$ cat config.mk
export PLATFORM = sky130hd
export DESIGN_NAME = vga_scanout
export DESIGN_NICKNAME = d
export VERILOG_FILES = /design/src/rtl/vga_scanout.sv
export SDC_FILE = /design/constraint.sdc
export NUM_CORES = 1
export LEC_CHECK = 0
export ABC_CLOCK_PERIOD_IN_PS = 2140
export BUFFER_PORTS_ARGS = -buffer_cell sky130_fd_sc_hd__buf_2
export CAP_MARGIN = 10
export CORE_ASPECT_RATIO = 1.25
export CORE_UTILIZATION = 30
export DETAILED_ROUTE_END_ITERATION = 10
export HOLD_SLACK_MARGIN = 0.06
export PLACE_DENSITY_LB_ADDON = 0.12
export SLEW_MARGIN = 30
export SYNTH_ARGS = -nofsm -noshare
export SYNTH_HDL_FRONTEND = slang
export SYNTH_SLANG_ARGS = --single-unit
$ cat constraint.sdc
create_clock -name system_clock -period 2.14 [get_ports system_clock]
set_input_delay 0.428 -clock system_clock [delete_from_list [all_inputs] [get_ports system_clock]]
set_output_delay 0.428 -clock system_clock [all_outputs]
set_load 0.02 [all_outputs]
$ cat src/rtl/vga_scanout.sv
// vga_scanout: VGA raster timing generator that walks the framebuffer read pointer and drives registered RGB444/sync
module vga_scanout #(
    parameter int CLOCK_DIVIDER = 2,
    parameter int H_VISIBLE     = 640,
    parameter int H_FRONT       = 16,
    parameter int H_SYNC        = 96,
    parameter int H_BACK        = 48,
    parameter int V_VISIBLE     = 480,
    parameter int V_FRONT       = 10,
    parameter int V_SYNC        = 2,
    parameter int V_BACK        = 33
) (
    input  logic        system_clock,
    input  logic        reset_n,
    input  logic [11:0] read_data,
    output logic [21:0] framebuffer_read_pointer,
    output logic [3:0]  red,
    output logic [3:0]  green,
    output logic [3:0]  blue,
    output logic        hsync,
    output logic        vsync,
    output logic        display_enable,
    output logic        frame_start
);
    localparam int DIV_W = $clog2(CLOCK_DIVIDER);
    localparam logic [DIV_W-1:0] DIV_LAST = DIV_W'(CLOCK_DIVIDER - 1);
    localparam logic [9:0] H_VIS      = 10'(H_VISIBLE);
    localparam logic [9:0] H_SYNC_BEG = 10'(H_VISIBLE + H_FRONT);
    localparam logic [9:0] H_SYNC_END = 10'(H_VISIBLE + H_FRONT + H_SYNC);
    localparam logic [9:0] H_LAST     = 10'(H_VISIBLE + H_FRONT + H_SYNC + H_BACK - 1);
    localparam logic [9:0] V_VIS      = 10'(V_VISIBLE);
    localparam logic [9:0] V_SYNC_BEG = 10'(V_VISIBLE + V_FRONT);
    localparam logic [9:0] V_SYNC_END = 10'(V_VISIBLE + V_FRONT + V_SYNC);
    localparam logic [9:0] V_LAST     = 10'(V_VISIBLE + V_FRONT + V_SYNC + V_BACK - 1);

    logic [DIV_W-1:0] div_q, div_d;
    logic [9:0]       h_q, h_d, v_q, v_d;
    logic [21:0]      ptr_q, ptr_d;
    logic [11:0]      rgb_q, rgb_d;
    logic             de_q, de_d, hs_n_q, hs_n_d, vs_n_q, vs_n_d, fs_q, fs_d;
    logic             tick, h_end, v_end, visible, last_pixel, hsync_region, vsync_region;

    // Position decode for the current (h, v) and the pixel tick
    always_comb begin
        tick         = div_q == DIV_LAST;
        h_end        = h_q == H_LAST;
        v_end        = v_q == V_LAST;
        visible      = h_q < H_VIS && v_q < V_VIS;
        last_pixel   = h_q == H_VIS - 10'd1 && v_q == V_VIS - 10'd1;
        hsync_region = h_q >= H_SYNC_BEG && h_q < H_SYNC_END;
        vsync_region = v_q >= V_SYNC_BEG && v_q < V_SYNC_END;
    end

    // Divider, raster counters and read pointer; the pointer only advances on visible ticks so it parks on the next line's first address during blanking
    always_comb begin
        div_d = tick ? '0 : div_q + 1'b1;
        h_d   = tick ? (h_end ? '0 : h_q + 10'd1) : h_q;
        v_d   = tick && h_end ? (v_end ? '0 : v_q + 10'd1) : v_q;
        ptr_d = tick && visible ? (last_pixel ? '0 : ptr_q + 22'd1) : ptr_q;
    end

    // Output stage describes the position held before the advancing tick
    always_comb begin
        rgb_d  = tick ? (visible ? read_data : 12'h000) : rgb_q;
        de_d   = tick ? visible : de_q;
        hs_n_d = tick ? ~hsync_region : hs_n_q;
        vs_n_d = tick ? ~vsync_region : vs_n_q;
        fs_d   = tick && h_end && v_end;
    end

    // State registers; sync outputs reset inactive (high)
    always_ff @(posedge system_clock or negedge reset_n) begin
        if (!reset_n) begin
            div_q  <= '0;
            h_q    <= '0;
            v_q    <= '0;
            ptr_q  <= '0;
            rgb_q  <= '0;
            de_q   <= 1'b0;
            hs_n_q <= 1'b1;
            vs_n_q <= 1'b1;
            fs_q   <= 1'b0;
        end else begin
            div_q  <= div_d;
            h_q    <= h_d;
            v_q    <= v_d;
            ptr_q  <= ptr_d;
            rgb_q  <= rgb_d;
            de_q   <= de_d;
            hs_n_q <= hs_n_d;
            vs_n_q <= vs_n_d;
            fs_q   <= fs_d;
        end
    end

    assign framebuffer_read_pointer = ptr_q;
    assign red                      = rgb_q[11:8];
    assign green                    = rgb_q[7:4];
    assign blue                     = rgb_q[3:0];
    assign display_enable           = de_q;
    assign hsync                    = hs_n_q;
    assign vsync                    = vs_n_q;
    assign frame_start              = fs_q;
endmodule

==> results.sh, run 1 <==
export IMPL_outcome="complete, no violations"
export IMPL_setup_violations=0
export IMPL_synth_seq_area_share_pct=49.7
export IMPL_fmax_mhz=515
export IMPL_drc_errors=0
export IMPL_worstPathMaxFanout=8
export IMPL_fillers=971
export IMPL_drive_above_1_share_pct=28.4
export IMPL_critPathArrivalTime_ps=2150
export IMPL_cts_buffers=9
export IMPL_clk_latency_ps=330
export IMPL_die_area_um2=10300
export IMPL_cp_data_required_time_ps=2340
export IMPL_grt_pass1_vias=2274
export IMPL_worst_slew_margin_rel_pct=55.4
export IMPL_synthArstFlopShare_pct=100
export IMPL_synth_seq_cells=59
export IMPL_final_nets=356
export IMPL_drt_iter0_drc=131
export IMPL_worstReg2RegStart="h_q[1]$_DFFE_PN0P_"
export IMPL_clockRootBuffer="clkbuf_16"
export IMPL_worst_pin_slew_ps=662
export IMPL_syn_num_nets=299
export IMPL_hold_ws_ps=86.3
export IMPL_dr_pass1_iters=4
export IMPL_multi_input_area_um2=1390
export IMPL_min_period_ps=1940
export IMPL_grt_max_degree=60
export IMPL_slew_violations=0
export IMPL_die_h_um=113
export IMPL_routabilityCongestion=0.734
export IMPL_critPathLaunchType="flop"
export IMPL_ys_warn_count=0
export IMPL_port_buffers=51
export IMPL_synthDistinctLibCells=50
export IMPL_path_clk_slew_ps=50
export IMPL_area_growth_syn_to_layout_pct=25.1
export IMPL_antenna_found_initial=0
export IMPL_fin_crit_sh_pct=90.8
export IMPL_cts_resized=0
export IMPL_setup_tns_ps=0
export IMPL_syn_inst=280
export IMPL_die_x_um=91.1
export IMPL_vdd_ir_drop_max_mv=0.375
export IMPL_crit_path_start="h_q[1]$_DFFE_PN0P_"
export IMPL_max_cap_violations=0
export IMPL_p_leak_nw=1.69
export IMPL_dp_hpwl_um=4620
export IMPL_h_tree_depth=3
export IMPL_synth_edf_count=0
export IMPL_vias_per_cell=4.78
export IMPL_grt_pass1_wl_um=11500
export IMPL_gr_usage_all_layers_pct=14.4
export IMPL_reg2reg_depth=6
export IMPL_start_util_pct=31.0
export IMPL_fin_worst_skew_ps=7.57
export IMPL_hold_viol=0
export IMPL_regArea_um2=1480
export IMPL_worstSetupPathType="reg -> reg"
export IMPL_coreArea_um2=9610
export IMPL_crit_path_end_kind="flop"
export IMPL_dominantRegCellSynth="dfrtp_1"
export IMPL_clock_sinks=59
export IMPL_min_path_type="in -> async"
export IMPL_ios=52
export IMPL_routed_wirelength_um=6690
export IMPL_syn_area_um2=2970
export IMPL_wl_per_cell_um=14.3
export IMPL_overflow=0
export IMPL_syn_mean_instance_area_um2=10.6
export IMPL_ant_nets=0
export IMPL_vias=2238
export IMPL_cts_tree="built"
export IMPL_fp_row_count=40
export IMPL_rsz0062_at_grt="false"
export IMPL_insertedDiodeCount=0
export IMPL_hold_buffers=0
export IMPL_p_per_area_nw_per_um2=770
export IMPL_cts_path_max_buffers=2
export IMPL_postCtsSetupBuffers=0
==> cell families after synthesis <==
logic type,Yosys count,share of synthesized area (%)
compound gates,45,10.7
xor+xnor,26,7.66
fa+ha+maj,5,2.10
buf+inv,23,3.66
flops,59,49.7
mux,1,0.379
simple gates,121,25.8
==> cells in the final DEF, fill, tap and decap left out, drive strengths merged, types with 10 or more instances in the layout <==
cell,instances
dfrtp,57
buf,56
nor2,32
nand2,26
xnor2,19
nand4,14
a22o,13
inv,13
o21ai,12
clkbuf,11
nand3,10
nor4,10
==> per-layer routing <==
| metal | track usage, % | wire [um] | vias up |
|---|---|---|---|
| li1 | - | - | 1112 |
| met1 | 17.8 | 3050 | 1065 |
| met2 | 23.3 | 3220 | 49 |
| met3 | 2.89 | 248 | 12 |
| met4 | 8.57 | 170 | 0 |
| met5 | 0 | 0 | - |
==> stage by stage <==
step | cell area [um2] | worst slack [ps] | utilization, % | std cells | power (mW)
2_1_floorplan | 2970 | 471 | - | 280 | 1.18
3_3_place_gp | 3380 | 168 | 35.1 | 452 | 1.23
3_5_place_dp | 3380 | 191 | 35.1 | 452 | 1.23
4_1_cts | 3720 | 176 | 38.7 | 468 | 2.91
5_1_grt | 3720 | 10.8 | 38.7 | 468 | 2.95
6_report | 3720 | 197 | 38.7 | 468 | 2.86
==> critical path, stage by stage (launching register included) <==
cell	delay (ps)
dfrtp_1	380
ha_1	230
nand4_2	250
nor3_4	420
nand4_2	220
o211ai_1	210
o31ai_1	100
==> Yosys cell counts (2+ instances only) <==
library cell | n | area (um2)
dfrtp_1 | 57 | 1430
ha_1 | 5 | 62.6
o21ai_0 | 6 | 30.0
nor4b_2 | 2 | 30.0
nor4_2 | 7 | 87.6
a21oi_1 | 6 | 30.0
nand2_1 | 26 | 97.6
dfstp_2 | 2 | 52.6
buf_2 | 3 | 15.0
a22o_1 | 13 | 114
and3_1 | 5 | 31.3
clkbuf_1 | 3 | 11.3
nand4_1 | 9 | 56.3
o31ai_1 | 5 | 37.5
nor4_1 | 2 | 12.5
nor3_1 | 6 | 30.0
xnor2_1 | 19 | 166
o2bb2ai_1 | 2 | 17.5
nor2_1 | 31 | 116
inv_1 | 12 | 45.0
nand3_1 | 9 | 45.0
nand2b_1 | 5 | 31.3
o21ai_1 | 5 | 25.0
and4_1 | 3 | 26.3
nand4_2 | 4 | 50.1
xor2_1 | 7 | 61.3
buf_4 | 3 | 22.5
==> final cells by class <==
cell class                 count  area share [%]
clock inverter                 5            2.69
sequential                    59            39.8
inverter                      13            1.31
multi-input combinational    198            37.3
tap                          126            4.24
timing repair buffer          56            8.21
clock buffer                  11            6.53
==> report_power, final <==
group / internal [mW] / total [mW] / switching [mW]
clock network: 1.16 / 1.65 / 0.490
logic: 0.0278 / 0.0748 / 0.0470
registers: 1.13 / 1.13 / 0.00585
total: 2.32 / 2.86 / 0.543
==> path summary, 6_finish.rpt <==
kind / endpoint / slack (ps)
max in group asynchronous: hsync$_DFFE_PN1P_ / 1740
worst min register to register: vsync$_DFFE_PN1P_ / 490
worst max-delay path: v_q[9]$_DFFE_PN0P_ / 200
min in group system_clock: rgb_q[1]$_DFFE_PN0P_ / 310
worst min-delay path: v_q[2]$_DFFE_PN0P_ / 90
worst max register to register: v_q[9]$_DFFE_PN0P_ / 200
==> state kept, by name, summed over array words and instances, names as in the netlist <==
register,flops
framebuffer_read_pointer,22
hsync,1
h_q,10
vsync,1
v_q,10
display_enable,1
div_q,1
rgb_q,12
frame_start,1
No activity file was read; power rests on OpenSTA's default activity.
==> run 2, diff against run 1 <==
- ABC_CLOCK_PERIOD_IN_PS: 2140 -> 2350
- SLEW_MARGIN: 30 -> 5
- clock period: 2.14 -> 2.35 ns (I/O delays scaled with it)
==> run 2 against run 1 <==
Maximum frequency is 0.74% lower. Critical path depth is the same. Global-route usage hardly changed. First-iteration DRC count fell by 37%. Largest cell class unchanged. Final cell count unchanged. Highest routed layer unchanged. Register-to-register slack improved by 200 ps. Critical endpoint unchanged. Clock-buffer cell count increased by 1.
==> results.sh, run 2 (same netlist as run 1, synthesis figures left out) <==
export IMPL_clockRootBuffer="clkbuf_16"
export IMPL_wl_per_cell_um=14.2
export IMPL_largest_register_ffs=22
export IMPL_path_clk_slew_ps=50
export IMPL_cts_resized=0
export IMPL_vdd_ir_drop_max_mv=0.356
export IMPL_dp_cells=452
export IMPL_fmax_mhz=511
export IMPL_met2_usage_pct=23.7
export IMPL_design_area_um2=3720
export IMPL_clock_sinks=59
export IMPL_routabilityCongestion=0.733
export IMPL_hold_ws_ps=128
export IMPL_max_cap_violations=0
export IMPL_dpl_cell_area_um2=3380
export IMPL_swShare_pct=19.0
export IMPL_clk_latency_ps=330
export IMPL_h_tree_depth=3
export IMPL_cts_buffers=9
export IMPL_drc_errors=0
export IMPL_min_path_type="in -> async"
export IMPL_port_buffers=51
export IMPL_start_util_pct=31.0
export IMPL_hold_buffers=0
export IMPL_p_comb_share_pct=2.6
export IMPL_grt_max_degree=39
export IMPL_final_nets=356
export IMPL_setup_violations=0
export IMPL_cts_tree="built"
export IMPL_outcome="complete, no violations"
export IMPL_routed_wirelength_um=6640
export IMPL_postCtsSetupBuffers=0
export IMPL_fin_worst_skew_ps=4.70
export IMPL_grt_pass1_vias=2274
export IMPL_die_area_um2=10300
export IMPL_vias=2236
export IMPL_layout_cells_most_common="dfrtp_1"
export IMPL_die_h_um=113
export IMPL_dp_hpwl_um=4720
export IMPL_worst_slew_margin_rel_pct=57.5
export IMPL_layout_common_cells="dfrtp_1 (57), buf_2 (51), nor2_1 (31)"
export IMPL_p_int_mw=2.12
export IMPL_area_growth_syn_to_layout_pct=25.1
export IMPL_drive_above_1_share_pct=28.1
export IMPL_instances_no_fill=468
export IMPL_ios=52
export IMPL_finalPower_mw=2.61
export IMPL_seq_power_share_pct=39.5
export IMPL_p_leak_nw=1.69
export IMPL_vias_per_cell=4.78
export IMPL_p_per_area_nw_per_um2=703
export IMPL_met3_usage_pct=3.43
export IMPL_rsz0062_at_grt="false"
export IMPL_setup_tns_ps=0
export IMPL_coreArea_um2=9610
export IMPL_die_x_um=91.1
export IMPL_overflow=0
export IMPL_worstPathMaxFanout=8
export IMPL_grt_pass1_wl_um=11400
export IMPL_clkPwrFrac_pct=57.9
export IMPL_gr_usage_all_layers_pct=14.4
export IMPL_cp_data_required_time_ps=2550
export IMPL_insertedDiodeCount=0
export IMPL_worstSetupPathType="reg -> reg"
export IMPL_ant_nets=0
export IMPL_worst_pin_slew_ps=632
export IMPL_cts_path_max_buffers=2
export IMPL_fp_row_count=40
export IMPL_critPathArrivalTime_ps=2160
export IMPL_power_switching_uw=497
export IMPL_fin_crit_sh_pct=83.3
export IMPL_min_period_ps=1960
export IMPL_crit_path_end_kind="flop"
export IMPL_antenna_found_initial=0
export IMPL_dr_pass1_iters=3
export IMPL_met1_usage_pct=17.0
export IMPL_critPathLaunchType="flop"
export IMPL_hold_viol=0
export IMPL_busiest_layer="met2"
export IMPL_slew_violations=0
export IMPL_drt_iter0_drc=83
run 2: cell types whose count changed in the layout (fill, tap and decap cells not counted):
| cell | previous run | this run |
|---|---|---|
| clkinv_2 | 2 | 0 |
| clkbuf_1 | 1 | 2 |
| clkinvlp_4 | 0 | 1 |
run 2: final timing paths:
path                                            start                         end  slack (ps)  cells past startpoint
max                                h_q[0]$_DFFE_PN0P_          v_q[9]$_DFFE_PN0P_         390                      6
min                                           reset_n          v_q[4]$_DFFE_PN0P_         130                      1
max reg2reg                        h_q[0]$_DFFE_PN0P_          v_q[9]$_DFFE_PN0P_         390                      6
min reg2reg                display_enable$_DFFE_PN0P_  display_enable$_DFFE_PN0P_         480                      1
max in group asynchronous                     reset_n           hsync$_DFFE_PN1P_        1570                      2
min in group system_clock                read_data[9]        rgb_q[9]$_DFFE_PN0P_         350                      2
run 2: power by group through the flow:
stage / clock network (mW) / logic [mW] / registers (mW)
final: 1.51 / 0.0681 / 1.03
after global routing: 1.60 / 0.0774 / 1.03
after CTS: 1.55 / 0.0715 / 1.03
after detailed placement: 0 / 0.0720 / 1.05
after global placement: 0 / 0.0708 / 1.05
after floorplan: 0 / 0.00892 / 1.06
run 2: final cells by class:
| class | instances | area (um2) |
|---|---|---|
| Clock buffer | 12 | 246 |
| Clock inverter | 4 | 97.6 |
| Fill cell | 1019 | 5890 |
| Inverter | 13 | 48.8 |
| Multi-Input combinational cell | 198 | 1390 |
| Sequential cell | 59 | 1480 |
| Tap cell | 126 | 158 |
| Timing Repair Buffer | 56 | 305 |
run 2: critical path: stages, from the launching register on:
cell and delay (ps):
dfrtp_1 370, ha_1 230, nand4_2 240, nor3_4 440, nand4_2 220, o211ai_1 220, o31ai_1 100
run 2: metrics by stage:
| stage | util (%) | worst slack (ps) |
|---|---|---|
| final | 38.7 | 393 |
| after global routing | 38.7 | 177 |
| after CTS | 38.7 | 361 |
| after detailed placement | 35.1 | 370 |
| after global placement | 35.1 | 371 |
| after floorplan | - | 681 |
run 2: routing by layer:
metal | part of all wire (%) | wire length [um]
met5 | 0 | 0
met4 | 2.9 | 190
met3 | 3.2 | 215
met2 | 48 | 3190
met1 | 46 | 3040
==> run 3, diff against run 2 <==
- ABC_AREA: unset -> 1
- ABC_CLOCK_PERIOD_IN_PS: 2350 -> 1700
- clock period: 2.35 -> 1.7 ns (I/O delays scaled with it)
==> run 3 against run 2 <==
Synthesized cell count up 47%. First-iteration DRC count up 41%. Setup slack worse by 260 ps. Hold slack better by 99 ps. Combinational power up 41%. Maximum frequency up 25%. Largest power group unchanged. Highest routed layer unchanged.
==> results.sh, run 3 <==
export IMPL_port_buffers=51
export IMPL_worst_slew_margin_rel_pct=77.0
export IMPL_die_h_um=117
export IMPL_drc_errors=0
export IMPL_coreArea_um2=10200
export IMPL_antenna_found_initial=0
export IMPL_largest_register_ffs=22
export IMPL_overflow=0
export IMPL_min_path_type="in -> reg"
export IMPL_dominantRegCellSynth="dfrtp_1"
export IMPL_wl_per_cell_um=13.1
export IMPL_critPathLaunchType="flop"
export IMPL_crit_path_end_kind="flop"
export IMPL_cts_buffers=9
export IMPL_synthTopCellsByCount="nand2_1 (93), nor2_1 (74), dfrtp_1 (57)"
export IMPL_cp_data_required_time_ps=1960
export IMPL_clk_latency_ps=330
export IMPL_rsz0062_at_grt="true"
export IMPL_grt_max_degree=60
export IMPL_fin_worst_skew_ps=8.51
export IMPL_r2r_slack_ps=130
export IMPL_drive_above_1_share_pct=22.7
export IMPL_die_area_um2=11000
export IMPL_layout_common_cells="nand2_1 (92), nor2_1 (68), dfrtp_1 (56)"
export IMPL_layout_cells_most_common="nand2_1"
export IMPL_vias_per_cell=4.68
export IMPL_min_period_ps=1570
export IMPL_pre_cts_slack_ps=45.4
export IMPL_synth_most_common_cell="nand2_1"
export IMPL_syn_inst=411
export IMPL_start_util_pct=31.2
export IMPL_dp_hpwl_um=5790
export IMPL_setup_ws_ps=128
export IMPL_syn_num_nets=430
export IMPL_cts_tree="built"
export IMPL_fmax_mhz=636
export IMPL_hp_start="read_data[9]"
export IMPL_synth_area_leaders="dfrtp_1 (45%), nand2_1 (11%), nor2_1 (8.7%)"
export IMPL_worst_pin_slew_ps=345
export IMPL_final_nets=499
export IMPL_clock_sinks=59
export IMPL_slew_violations=0
export IMPL_worstReg2RegStart="h_q[9]$_DFFE_PN0P_"
export IMPL_worstSetupPathType="reg -> reg"
export IMPL_insertedDiodeCount=0
export IMPL_path_clk_slew_ps=60
export IMPL_clockRootBuffer="clkbuf_16"
export IMPL_max_cap_violations=0
export IMPL_p_leak_nw=2.00
export IMPL_outcome="complete, no violations"
export IMPL_h_tree_depth=3
export IMPL_vdd_ir_drop_max_mv=0.353
export IMPL_ant_nets=0
export IMPL_fin_crit_sh_pct=92.5
export IMPL_synth_edf_count=0
export IMPL_dp_cells=597
export IMPL_setup_tns_ps=0
export IMPL_syn_area_um2=3190
export IMPL_design_area_um2=4050
export IMPL_whs_path_depth=2
export IMPL_worstPathMaxFanout=10
export IMPL_synthDistinctLibCells=28
export IMPL_instances_no_fill=614
export IMPL_fp_row_count=41
export IMPL_setup_violations=0
export IMPL_ios=52
export IMPL_grt_pass1_wl_um=13600
export IMPL_reg2reg_depth=9
export IMPL_area_growth_syn_to_layout_pct=27.0
export IMPL_dpl_cell_area_um2=3680
export IMPL_grt_pass1_vias=2752
export IMPL_worstHoldEndpoint="rgb_q[9]$_DFFE_PN0P_"
export IMPL_gr_usage_all_layers_pct=16.1
export IMPL_drt_iter0_drc=117
export IMPL_hold_viol=0
export IMPL_p_per_area_nw_per_um2=867
export IMPL_ys_warn_count=0
export IMPL_synth_seq_cells=59
export IMPL_routed_wirelength_um=8030
export IMPL_synthArstFlopShare_pct=100
export IMPL_dr_pass1_iters=4
export IMPL_finalPower_mw=3.51
export IMPL_critPathArrivalTime_ps=1830
export IMPL_synth_seq_area_share_pct=46.4
export IMPL_r2r_end="framebuffer_read_pointer[14]$_DFFE_PN0P_"
export IMPL_synth_top_cell_by_area="dfrtp_1"
export IMPL_postCtsSetupBuffers=0
export IMPL_cts_path_max_buffers=2
export IMPL_die_x_um=94.2
export IMPL_synth_top_cell_area_share_pct=44.8
export IMPL_final_util_pct=39.6
export IMPL_vias=2871
export IMPL_syn_mean_instance_area_um2=7.75
export IMPL_hold_ws_ps=227
export IMPL_routabilityCongestion=0.792
-- run 3: logic make-up after synthesis --
| logic type | after synthesis | share of synthesized area [%] |
|---|---|---|
| AND/OR/NAND/NOR | 238 | 33.7 |
| buffers and inverters | 60 | 7.58 |
| flip-flops | 59 | 46.4 |
| AO/OA/AOI/OAI | 40 | 7.82 |
| XOR/XNOR | 9 | 2.47 |
| adder cells (fa/ha/maj) | 5 | 1.96 |
-- run 3: routing by layer --
layer / track usage (%) / wire length [um] / vias up
met5: 0 / 0 / -
met4: 7.28 / 144 / 0
met3: 3.36 / 300 / 12
met2: 27.1 / 4020 / 70
met1: 19.8 / 3560 / 1329
li1: - / - / 1460
-- run 3: area by class of cell --
cell class	count	area, um2
well taps	129	161
clock buffers	9	225
repair buffers	63	373
fillers	1024	6160
clock inverters	7	101
multi-input cells	292	1490
flip-flops and latches	59	1480
inverters	55	211
-- run 3: worst max-delay path by stage --
stage / from / to / depth (start not counted)
2_1_floorplan: framebuffer_read_pointer[1]$_DFFE_PN0P_ / framebuffer_read_pointer[16]$_DFFE_PN0P_ / 8
3_3_place_gp: v_q[1]$_DFFE_PN0P_ / framebuffer_read_pointer[8]$_DFFE_PN0P_ / 8
3_5_place_dp: v_q[1]$_DFFE_PN0P_ / framebuffer_read_pointer[8]$_DFFE_PN0P_ / 8
4_1_cts: v_q[1]$_DFFE_PN0P_ / framebuffer_read_pointer[13]$_DFFE_PN0P_ / 8
5_1_grt: framebuffer_read_pointer[1]$_DFFE_PN0P_ / framebuffer_read_pointer[18]$_DFFE_PN0P_ / 9
6_report: h_q[9]$_DFFE_PN0P_ / framebuffer_read_pointer[14]$_DFFE_PN0P_ / 9
-- run 3: timing repair --
action,4_1_cts,5_1_grt
resized for setup,0,11
hold endpoints to repair,57,0
endpoints found under the setup margin,0,21
hold buffers,1,0
-- run 3: where the power goes --
group          leakage [nW]  switching [mW]  total, mW  internal, mW
Sequential            0.759         0.00739       1.43          1.42
Combinational          1.09          0.0592     0.0957        0.0365
Clock                 0.152           0.693       1.98          1.29
Total                  2.00           0.759       3.51          2.75
-- run 3: worst max-delay path: stages, from the launching register on --
cell	delay [ps]
dfrtp_1	430
nand2_1	100
inv_1	120
nor2_4	120
nand3_4	180
nor2_2	230
nand2_1	110
nand2_1	70
nand2_1	40
nor2_1	90
